**src/rtl/countdown_timer.sv**
```systemverilog
// BCD mm:ss countdown timer decremented by prescaled rising edges of tick_in.
// Load/start/stop controls drive a four-state FSM; done/load_err are one-cycle pulses.
module countdown_timer #(
    parameter int unsigned TICKS_PER_SEC = 1
) (
    input  logic        clk,
    input  logic        rst,
    input  logic        tick_in,
    input  logic        load,
    input  logic [15:0] ld_value,
    input  logic        start,
    input  logic        stop,
    output logic [15:0] digits,
    output logic        running,
    output logic        expired,
    output logic        done,
    output logic        load_err
);

    typedef enum logic [1:0] {
        IDLE,
        RUN,
        PAUSE,
        DONE
    } state_t;

    localparam logic [7:0] PRESC_MAX = 8'(TICKS_PER_SEC - 1);

    state_t      state_q, state_d;
    logic [15:0] digits_q, digits_d;
    logic [7:0]  presc_q, presc_d;
    logic        tick_prev_q;
    logic        done_q, done_d;
    logic        load_err_q, load_err_d;

    logic        tick_edge;
    logic        ld_ok;
    logic [15:0] dec_digits;

    assign tick_edge = tick_in & ~tick_prev_q;

    assign ld_ok = (ld_value[15:12] <= 4'd9) && (ld_value[11:8] <= 4'd9) &&
                   (ld_value[7:4]   <= 4'd5) && (ld_value[3:0]  <= 4'd9);

    // One-second BCD decrement with borrow chain s1 -> s10 -> m1 -> m10; 0000 holds.
    always_comb begin
        dec_digits = digits_q;
        if (digits_q[3:0] != 4'd0) begin
            dec_digits[3:0] = digits_q[3:0] - 4'd1;
        end else if (digits_q[7:4] != 4'd0) begin
            dec_digits[7:0] = {digits_q[7:4] - 4'd1, 4'd9};
        end else if (digits_q[11:8] != 4'd0) begin
            dec_digits[11:0] = {digits_q[11:8] - 4'd1, 4'd5, 4'd9};
        end else if (digits_q[15:12] != 4'd0) begin
            dec_digits = {digits_q[15:12] - 4'd1, 4'd9, 4'd5, 4'd9};
        end
    end

    always_comb begin
        state_d    = state_q;
        digits_d   = digits_q;
        presc_d    = presc_q;
        done_d     = 1'b0;
        load_err_d = 1'b0;
        unique case (state_q)
            IDLE: begin
                if (load) begin
                    if (ld_ok) begin
                        digits_d = ld_value;
                        presc_d  = '0;
                    end else begin
                        load_err_d = 1'b1;
                    end
                end else if (start && (digits_q != '0)) begin
                    state_d = RUN;
                end
            end
            RUN: begin
                // Load and stop both pre-empt counting for the cycle they occur in.
                if (load) begin
                    load_err_d = 1'b1;
                end else if (stop) begin
                    state_d = PAUSE;
                end else if (tick_edge) begin
                    if (presc_q >= PRESC_MAX) begin
                        presc_d  = '0;
                        digits_d = dec_digits;
                        if (dec_digits == '0) begin
                            state_d = DONE;
                            done_d  = 1'b1;
                        end
                    end else begin
                        presc_d = presc_q + 8'd1;
                    end
                end
            end
            PAUSE: begin
                if (load) begin
                    if (ld_ok) begin
                        digits_d = ld_value;
                        presc_d  = '0;
                        state_d  = IDLE;
                    end else begin
                        load_err_d = 1'b1;
                    end
                end else if (start) begin
                    state_d = RUN;
                end
            end
            DONE: begin
                if (load) begin
                    if (ld_ok) begin
                        digits_d = ld_value;
                        presc_d  = '0;
                        state_d  = IDLE;
                    end else begin
                        load_err_d = 1'b1;
                    end
                end
            end
            default: state_d = IDLE;
        endcase
    end

    always_ff @(posedge clk or posedge rst) begin
        if (rst) begin
            state_q     <= IDLE;
            digits_q    <= '0;
            presc_q     <= '0;
            tick_prev_q <= 1'b0;
            done_q      <= 1'b0;
            load_err_q  <= 1'b0;
        end else begin
            state_q     <= state_d;
            digits_q    <= digits_d;
            presc_q     <= presc_d;
            tick_prev_q <= tick_in;
            done_q      <= done_d;
            load_err_q  <= load_err_d;
        end
    end

    assign digits   = digits_q;
    assign running  = (state_q == RUN);
    assign expired  = (state_q == DONE);
    assign done     = done_q;
    assign load_err = load_err_q;

endmodule

```
**config.mk**
```make
export PLATFORM = sky130hd
export DESIGN_NAME = countdown_timer
export DESIGN_NICKNAME = d
export VERILOG_FILES = /design/src/rtl/countdown_timer.sv
export SDC_FILE = /design/constraint.sdc
export NUM_CORES = 1
export LEC_CHECK = 0
export BUFFER_PORTS_ARGS = -buffer_cell sky130_fd_sc_hd__buf_2
export CORE_ASPECT_RATIO = 0.6
export CORE_MARGIN = 2
export CORE_UTILIZATION = 30
export DETAILED_ROUTE_END_ITERATION = 8
export PLACE_DENSITY = 0.49
export RECOVER_POWER = 100
export SLEW_MARGIN = 40
export SYNTH_ARGS = -nofsm -noshare
export SYNTH_HDL_FRONTEND = slang
export SYNTH_SLANG_ARGS = --single-unit
```
**constraint.sdc**
```tcl
create_clock -name clk -period 2.35 [get_ports clk]
set_input_delay 0.3525 -clock clk [delete_from_list [all_inputs] [get_ports clk]]
set_output_delay 0.3525 -clock clk [all_outputs]
set_load 0.01 [all_outputs]
```
==> summary.txt <==
H-tree depth -> 1
Avg Vias per Cell -> 5.350
Sink Count -> 21
CTS tree -> built
Final Critical Period -> 2.241 ns
Status -> completed
Count of state elements after synthesis -> 21
Worst-path fanout max -> 7
Cell Rows -> 20
Crit Path Category -> register to register
Worst-skew pair later-pin latency -> 0.27 ns
Synth Net Count -> 229
MaxCap Viol Count -> 0
Hpwl dp -> 3938 um
Gr usage total -> 0.1776
DIE WIDTH -> 98.66 um
Max Clock Skew -> 0.002161 ns
Share of cells above drive strength 1 -> 0.2948
Ys async rst share -> 1.000
DRT iter0 DRCs -> 152
Most frequent cells in the layout -> buf_2 (36), buf_4 (23), dfrtp_1 (21)
WP data arrival -> 2.42 ns
Clk pin slew, worst setup/hold paths -> 0.08 ns
Drc violations -> 0
TritonCTS Buffers -> 3
Most common cell after layout, fill and taps aside -> buf_2
Syn Inst Count -> 203
Number of flops mapped to enable cells by yosys -> 0
Initial Util -> 0.3144
Max Clock Freq -> 446.2 MHz
Via count -> 1787
Crit. End Element -> register
Max-slew headroom -> 0.1586
Synthesized area -> 0.001613 mm^2
Worst vdd ir -> 0.4147 mV
Worst-case clock buffer depth -> 2
Largest net degree at the start of global routing -> 27
Hold Vio Cnt, Final -> 0
Routability cong. -> 0.8490
Fin util -> 0.4178
Avg WL per Cell -> 15.44 um
Avg Cell Area, Syn -> 7.945 um^2
Antenna violations before repair -> 0
Post-synthesis sequential area ratio -> 0.3258
Unrepaired setup endpoints after global routing -> yes
First-pass GRT wire length -> 8183 um
Die area -> 0.005998 mm^2
Slew @ Worst Pin -> 1.262 ns
I/O Buffers -> 41
Final setup fails -> 0
Worst Path Required -> 2.53 ns
Area Growth Syn to Fin -> 32.89%
Post-DP Area -> 0.002076 mm^2
Vias in the first global route -> 1583
Total length of routed wires -> 5157 um
Distinct cells, synth -> 49
Fin crit share -> 0.9536
PD cells -> 1237 mW/mm^2
Prevailing post-synth register cell -> dfrtp_1
Worst min path class -> primary input to register
Die extent in y -> 60.80 um
Final net count -> 295
Core area -> 0.005130 mm^2
ANT cells -> 0
Leak -> 0.9467 nW
Root Buffer -> clkbuf_8
Critical path launch point type -> register
Pre-antenna DRT Iters -> 4
Post-route cell area -> 0.002143 mm^2
IO Count -> 42
Synth warn -> 0
Slew Limit Fails -> 0
Total grt overflow -> 0
Remaining antenna violation count -> 0
==> cell usage after synthesis, drive strengths merged, types with 2 or more instances <==
| master | count | area share |
|---|---|---|
| a311oi | 4 | 0.022 |
| clkbuf | 8 | 0.019 |
| and4 | 2 | 0.011 |
| and3 | 2 | 0.0078 |
| or3b | 2 | 0.011 |
| o31ai | 5 | 0.026 |
| o21ai | 20 | 0.062 |
| a21o | 2 | 0.0093 |
| buf | 5 | 0.019 |
| inv | 14 | 0.033 |
| nor3b | 6 | 0.034 |
| o22ai | 3 | 0.012 |
| nand2 | 16 | 0.037 |
| nand4 | 5 | 0.019 |
| nor3 | 6 | 0.019 |
| o211ai | 2 | 0.0093 |
| dfrtp | 21 | 0.33 |
| ha | 4 | 0.031 |
| mux2i | 3 | 0.019 |
| nor4b | 2 | 0.011 |
| a211oi | 5 | 0.023 |
| nor2 | 15 | 0.040 |
| nor4 | 4 | 0.019 |
| a31oi | 4 | 0.016 |
| nor2b | 5 | 0.019 |
| a21oi | 22 | 0.071 |
==> cells by family (layout without fill, tap and decap cells) <==
logic type | count (synthesis) | after routing | share of synthesized area
AOI/OAI and AO/OA | 76 | 76 | 0.2971
adders and majority gates | 4 | 4 | 0.03103
buffers and inverters | 27 | 92 | 0.07060
DFF | 21 | 21 | 0.3258
muxes | 3 | 3 | 0.01862
and+or+nand+nor | 72 | 72 | 0.2568
==> sequential cells by signal, indices dropped and copies added (netlist names) <==
name and cells:
state_q 2, done 1, load_err 1, tick_prev_q 1
digits 16
==> layout make-up <==
type                       count  area, um^2
fill                         543        2987
multi-input combinational    155        1027
sequential                    21       525.5
timing repair buffer          74       409.1
tap                           66       82.58
inverter                      14       52.55
clock buffer                   3       41.29
clock inverter                 1       5.005
==> critical path, cell delays in order, from the launching register on <==
cell and delay, ns:
dfrtp_1 0.38, inv_1 0.11, ha_4 0.17, or3b_4 0.45
a211o_1 0.32, a21oi_2 0.18, and4_1 0.20, nand2_1 0.09
nor4_2 0.26
==> power breakdown <==
part	switching [mW]	internal, mW
logic	1.02	0.754
registers	0.131	0.501
clock network	0.131	0.118
total	1.28	1.37
==> final timing paths <==
path                                            start  cells after the start                endpoint  slack (ns)
worst max register to register  digits[5]$_DFFE_PP0P_                      8          done$_DFF_PP0_        0.11
worst min register to register  digits[0]$_DFFE_PP0P_                      2   digits[0]$_DFFE_PP0P_        0.57
min in group asynchronous                         rst                      3  digits[12]$_DFFE_PP0P_        0.48
worst min-delay path                          tick_in                      1   tick_prev_q$_DFF_PP0_        0.21
worst max-delay path            digits[5]$_DFFE_PP0P_                      8          done$_DFF_PP0_        0.11
max in group asynchronous                         rst                      3   digits[8]$_DFFE_PP0P_        1.13
==> metrics by stage <==
step	total power, mW	std cells	setup slack [ns]	hold WS (ns)	TNS [ns]
CTS	2.602	332	0.01932	0.1157	0
detailed placement	2.345	328	0.03368	0.4093	0
finish	2.652	334	0.1090	0.2072	0
global placement	2.353	328	0.07084	0.4100	0
global route	2.888	334	-0.02154	0.1992	-0.03347
floorplan	1.637	203	0.03093	0.3290	0
==> per-layer routing <==
metal	part of all wire	GRT usage	vias to the layer above
li1	-	-	886
met1	0.56	0.2789	840
met2	0.37	0.2478	59
met3	0.067	0.04493	2
met4	0.0023	0.02348	0
met5	0	0	-
==> repair_timing <==
| item | in CTS | in global routing |
|---|---|---|
| setup endpoints to repair | 0 | 3 |
| setup buffers | 0 | 2 |
| hold buffers | 0 | 0 |
| resized for setup | 0 | 11 |
Note: power is estimated with default switching activity, not from simulation.
